**config.mk**
```make
export PLATFORM = sky130hd
export DESIGN_NAME = control_fsm
export DESIGN_NICKNAME = d
export VERILOG_FILES = /design/src/rtl/control_fsm.sv
export SDC_FILE = /design/constraint.sdc
export NUM_CORES = 1
export LEC_CHECK = 0
export ABC_AREA = 1
export BUFFER_PORTS_ARGS = -buffer_cell sky130_fd_sc_hd__buf_4
export CAP_MARGIN = 20
export CORE_UTILIZATION = 45
export CTS_CLUSTER_SIZE = 14
export DETAILED_ROUTE_END_ITERATION = 7
export GPL_TIMING_DRIVEN = 0
export HOLD_SLACK_MARGIN = 0.05
export PLACE_DENSITY_LB_ADDON = 0.3
export SYNTH_ARGS = -nofsm -noshare
export SYNTH_HDL_FRONTEND = slang
export SYNTH_SLANG_ARGS = --single-unit
```
**constraint.sdc**
```tcl
create_clock -name clk -period 1.69 [get_ports clk]
set_input_delay 0.169 -clock clk [delete_from_list [all_inputs] [get_ports clk]]
set_output_delay 0.169 -clock clk [all_outputs]
set_load 0.03 [all_outputs]
```
**src/rtl/control_fsm.sv**
```systemverilog
// Multi-cycle RISC-V control unit: a Moore state machine that sequences
// fetch, decode, memory access, execute and write-back. It also reports
// unrecognised opcodes and counts retired instructions.

package control_fsm_pkg;

   typedef logic [6:0] opcode_t;

   // Opcodes recognised in DECODE
   localparam opcode_t OP_LOAD   = 7'b0000011;
   localparam opcode_t OP_STORE  = 7'b0100011;
   localparam opcode_t OP_RTYPE  = 7'b0110011;
   localparam opcode_t OP_ITYPE  = 7'b0010011;
   localparam opcode_t OP_JAL    = 7'b1101111;
   localparam opcode_t OP_BEQ    = 7'b1100011;
   localparam opcode_t OP_LUI    = 7'b0110111;

   // State encodings (12-15 unused)
   localparam logic [3:0] S_FETCH    = 4'd0;
   localparam logic [3:0] S_DECODE   = 4'd1;
   localparam logic [3:0] S_MEMADR   = 4'd2;
   localparam logic [3:0] S_MEMREAD  = 4'd3;
   localparam logic [3:0] S_MEMWB    = 4'd4;
   localparam logic [3:0] S_MEMWRITE = 4'd5;
   localparam logic [3:0] S_EXECR    = 4'd6;
   localparam logic [3:0] S_ALUWB    = 4'd7;
   localparam logic [3:0] S_EXECI    = 4'd8;
   localparam logic [3:0] S_JAL      = 4'd9;
   localparam logic [3:0] S_BEQ      = 4'd10;
   localparam logic [3:0] S_LUI      = 4'd11;

endpackage

module control_fsm
   import control_fsm_pkg::*;
(
   input  logic        clk,
   input  logic        reset,
   input  opcode_t     opcode,
   input  logic        mem_ready,
   output logic        pc_update,
   output logic        branch,
   output logic        ir_write,
   output logic        reg_write,
   output logic        mem_write,
   output logic        adr_src,
   output logic [1:0]  result_src,
   output logic [1:0]  alu_op,
   output logic [1:0]  alu_src_a,
   output logic [1:0]  alu_src_b,
   output logic [3:0]  state,
   output logic        illegal,
   output logic [31:0] retired
);

   logic [3:0]  r_state;
   logic [3:0]  w_next_state;
   logic        w_opc_legal;
   logic        w_retire;
   logic        r_illegal;
   logic [31:0] r_retired;
   logic [31:0] w_retired_next;

   // State register; reset forces FETCH immediately, independent of clk
   always_ff @(posedge clk or negedge reset) begin
      if (!reset) begin
         r_state <= S_FETCH;
      end else begin
         r_state <= w_next_state;
      end
   end

   // Next-state logic; opcode is only consulted in DECODE and MEMADR
   always_comb begin
      w_next_state = S_FETCH;
      w_opc_legal  = 1'b0;
      w_retire     = 1'b0;
      case (r_state)
         S_FETCH: begin
            if (mem_ready) begin
               w_next_state = S_DECODE;
            end else begin
               w_next_state = S_FETCH;
            end
         end
         S_DECODE: begin
            w_opc_legal = 1'b1;
            case (opcode)
               OP_LOAD:  w_next_state = S_MEMADR;
               OP_STORE: w_next_state = S_MEMADR;
               OP_RTYPE: w_next_state = S_EXECR;
               OP_ITYPE: w_next_state = S_EXECI;
               OP_JAL:   w_next_state = S_JAL;
               OP_BEQ:   w_next_state = S_BEQ;
               OP_LUI:   w_next_state = S_LUI;
               default: begin
                  w_next_state = S_FETCH;
                  w_opc_legal  = 1'b0;
               end
            endcase
         end
         S_MEMADR: begin
            if (opcode == OP_LOAD) begin
               w_next_state = S_MEMREAD;
            end else begin
               w_next_state = S_MEMWRITE;
            end
         end
         S_MEMREAD: begin
            if (mem_ready) begin
               w_next_state = S_MEMWB;
            end else begin
               w_next_state = S_MEMREAD;
            end
         end
         S_MEMWB: begin
            w_next_state = S_FETCH;
            w_retire     = 1'b1;
         end
         S_MEMWRITE: begin
            if (mem_ready) begin
               w_next_state = S_FETCH;
               w_retire     = 1'b1;
            end else begin
               w_next_state = S_MEMWRITE;
            end
         end
         S_EXECR:  w_next_state = S_ALUWB;
         S_EXECI:  w_next_state = S_ALUWB;
         S_ALUWB: begin
            w_next_state = S_FETCH;
            w_retire     = 1'b1;
         end
         S_JAL:    w_next_state = S_ALUWB;
         S_BEQ: begin
            w_next_state = S_FETCH;
            w_retire     = 1'b1;
         end
         S_LUI:    w_next_state = S_ALUWB;
         default:  w_next_state = S_FETCH;
      endcase
   end

   // Moore output decode; unused codes drive every output to 0
   always_comb begin
      pc_update  = 1'b0;
      branch     = 1'b0;
      ir_write   = 1'b0;
      reg_write  = 1'b0;
      mem_write  = 1'b0;
      adr_src    = 1'b0;
      result_src = 2'b00;
      alu_op     = 2'b00;
      alu_src_a  = 2'b00;
      alu_src_b  = 2'b00;
      case (r_state)
         S_FETCH: begin
            alu_src_b  = 2'b10;
            result_src = 2'b10;
            ir_write   = mem_ready;
            pc_update  = mem_ready;
         end
         S_DECODE: begin
            alu_src_a = 2'b01;
            alu_src_b = 2'b01;
         end
         S_MEMADR: begin
            alu_src_a = 2'b10;
            alu_src_b = 2'b01;
         end
         S_MEMREAD: begin
            adr_src = 1'b1;
         end
         S_MEMWB: begin
            result_src = 2'b01;
            reg_write  = 1'b1;
         end
         S_MEMWRITE: begin
            adr_src   = 1'b1;
            mem_write = 1'b1;
         end
         S_EXECR: begin
            alu_src_a = 2'b10;
            alu_op    = 2'b10;
         end
         S_EXECI: begin
            alu_src_a = 2'b10;
            alu_src_b = 2'b01;
            alu_op    = 2'b10;
         end
         S_ALUWB: begin
            reg_write = 1'b1;
         end
         S_JAL: begin
            alu_src_a = 2'b01;
            alu_src_b = 2'b10;
            pc_update = 1'b1;
         end
         S_BEQ: begin
            alu_src_a = 2'b10;
            alu_op    = 2'b01;
            branch    = 1'b1;
         end
         S_LUI: begin
            alu_src_a = 2'b11;
            alu_src_b = 2'b01;
         end
         default: begin
            pc_update = 1'b0;
         end
      endcase
   end

   // Retired-instruction counter next value (wraps naturally at 2^32)
   always_comb begin
      if (w_retire) begin
         w_retired_next = r_retired + 32'd1;
      end else begin
         w_retired_next = r_retired;
      end
   end

   // Illegal-opcode pulse and retired counter registers
   always_ff @(posedge clk or negedge reset) begin
      if (!reset) begin
         r_illegal <= 1'b0;
         r_retired <= 32'd0;
      end else begin
         r_illegal <= (r_state == S_DECODE) && !w_opc_legal;
         r_retired <= w_retired_next;
      end
   end

   assign state   = r_state;
   assign illegal = r_illegal;
   assign retired = r_retired;

endmodule

```
==> results.ini <==
[run_status]
status = complete, no violations

[synth]
synth_warnings = 0
synth_cell_types = 25
synth-seq-area-share_pct = 39.9
synthCells = 342
syn_nets = 353
synth-seq-cells = 37
avgSynthCellArea_um2 = 6.79
syn_area_um2 = 2320

[floorplanning]
core_region_area_um2 = 4850
fp.dieH_um = 73.8
io_pins = 61
die_w_um = 73.8
num_rows = 25
die-area_um2 = 5450
start_util_pct = 47.9

[setup_path]
rr_worst_depth = 9
critPathArrivalTime_ps = 1450
r2r-end = retired[21]
setup.worst_path.start_class = flop
r2r_setup_slack_ps = 150
critPathRequiredTime_ps = 1520
cp_cell_sequence = nand2_1 -> inv_1 -> nand2_1 -> inv_1 -> buf_4 -> buf_4
crit_path_max_incr_delay_ps = 460
endpoint_kind = output port
crit_type = flop to output port
cp_slowest_cell = dfrtp_2
path_max_fanout = 6
r2r_start = state[2]

[detailed_routing]
ant_nets = 0
drt_iter0_drc = 131
wl_um = 5550
wl_per_cell_um = 11.5
vias_per_cell = 4.88
drt-pass1-iter-count = 4
vias = 2352
drc_errors = 0

[placed_design]
portBuffers = 60
dp_cells = 469
gp_congestion = 0.844
place_hpwl_um = 4230

[pwr]
power_frac_seq_pct = 38.9
clockPowerShare_pct = 27.3
p_leak_nw = 1.55
power_density_nw_per_um2 = 885
net-switching-power_uw = 971
p_int_mw = 1.73
vdd_ir_drop_max_v = 0.000449
p_sw_share_pct = 36.0
pwr-share-comb_pct = 33.8

[global_routing]
grt_pass1_wl_um = 9320
grt_pass1_vias = 2121
antenna_found_initial = 0
grt_use_total_pct = 22.1
grt_overflow = 0
grt_max_degree = 38

[final_layout]
fin_cells = 482
nNetsFinal = 426
fillers = 455
final_common_cell = nand2_1
post_route_cells_drive_above_1_share_pct = 24.6
final_cell_mix = 110 x nand2_1, 67 x buf_4, 48 x nor2_1, 46 x inv_1, 34 x dfrtp_1
antennaDiodeCount = 0
syn_to_final_growth_pct = 31.3

[sta]
slew_violations = 0
fin_setup_tns_ps = 0
setup_viol = 0
relSlewSlack_pct = 69.4
rsz0062_at_grt = false
hold_viol = 0
tightest_slew_ps = 456
post-route-min-period_ps = 1620
period_share_pct = 95.6
clock_skew_ps = 5.75
timing.fmax_mhz = 619

[cts]
cts.path.max_buffers = 2
cts-root-buf = clkbuf_8
htreeDepth = 2
clock_latency_ps = 290
clkSinkCount = 37
cts-buffers-inserted = 5
cts_tree = yes
path_clk_slew_ps = 70

[run]
maxCapViolations = 0

[min_path]
hold_path_startpoint = opcode[5]
whs_path_depth = 4
whs_endpoint = illegal
worst_hold_path_type = primary input to flop

per-stage QoR:
step | util [%] | power, mW | setup WS, ps | hold slack, ps | area [um2]
after floorplan | - | 1.59 | 9.41 | -127 | 2320
after global placement | 58.9 | 1.90 | 65.7 | 157 | 2860
after detailed placement | 58.9 | 1.92 | 12.9 | 159 | 2860
after CTS | 61.5 | 2.67 | 2.34 | 245 | 2980
after global routing | 62.9 | 2.82 | 1.96 | 265 | 3050
final | 62.9 | 2.70 | 74.3 | 242 | 3050
Yosys cell counts (all sizes together):
| cell | n | area [um2] |
|---|---|---|
| and2 | 2 | 12.5 |
| nor3 | 8 | 40.0 |
| xor2 | 3 | 26.3 |
| a21oi | 2 | 10.0 |
| xnor2 | 14 | 123 |
| dfrtp | 37 | 926 |
| inv | 50 | 188 |
| nand4 | 11 | 68.8 |
| nand3b | 1 | 7.51 |
| nand3 | 22 | 115 |
| o211ai | 1 | 7.51 |
| ha | 1 | 12.5 |
| o22ai | 1 | 6.26 |
| nor2 | 55 | 219 |
| buf | 5 | 42.5 |
| nand2 | 120 | 473 |
| o21ai | 9 | 45.0 |
power by group through the flow:
stage | Clock [mW] | Combinational (mW) | Sequential (mW)
CTS | 0.750 | 0.872 | 1.05
detailed placement | 0 | 0.855 | 1.06
global route | 0.780 | 0.985 | 1.06
finish | 0.736 | 0.912 | 1.05
global placement | 0 | 0.841 | 1.06
floorplan | 0 | 0.404 | 1.19
kinds of logic after synthesis:
group | Yosys count | synth area share (%)
AO/OA/AOI/OAI | 13 | 2.96
XOR/XNOR | 17 | 6.41
adder cells (fa/ha/maj) | 1 | 0.539
buffers and inverters | 55 | 9.91
flip-flops | 37 | 39.9
AND/OR/NAND/NOR | 219 | 40.3
per-layer routing:
| layer | track usage [%] | wire length [um] |
|---|---|---|
| met4 | 3.85 | 36 |
| met1 | 29.7 | 2590 |
| met2 | 37.5 | 2680 |
| met5 | 0 | 0 |
| met3 | 3.70 | 241 |
critical path, delay by kind of cell, from the launching register on:
family                 cells  cell delay (ps)
flip-flops                 1              460
buffers and inverters      4              440
AND/OR/NAND/NOR            2              270
state kept, by name, summed over array words and instances (netlist names):
register / flops
retired: 32
state: 4
illegal: 1
worst max path at each step:
| stage | from | to | slack (ps) | depth (start not counted) |
|---|---|---|---|---|
| 5_1_grt | state[3] | alu_op[0] | 2 | 6 |
| 3_5_place_dp | retired[0] | retired[14] | 10 | 8 |
| 4_1_cts | state[2] | alu_src_a[0] | 2 | 6 |
| 6_report | state[3] | alu_op[0] | 70 | 6 |
| 3_3_place_gp | retired[0] | retired[14] | 70 | 8 |
| 2_1_floorplan | retired[0] | retired[14] | 9 | 8 |
cell type report:
class / instances / area [um2] / share of cell area, %
repair buffers: 66 / 498 / 16.3
plain buffers: 5 / 42.5 / 1.40
inverters: 50 / 188 / 6.16
multi-input cells: 250 / 1200 / 39.5
flip-flops and latches: 37 / 930 / 30.5
clock inverters: 2 / 35.0 / 1.15
well taps: 67 / 83.8 / 2.75
clock buffers: 5 / 68.8 / 2.26
timing repair:
item                                    CTS  global route
hold buffers                              1             0
endpoints found under the hold margin    37             0
pin swaps                                 0             1
setup buffers                             0             5
cloned                                    0             0
endpoints found under the setup margin    2            10
gates resized for setup                   4            10
No activity file was read; power rests on OpenSTA's default activity.
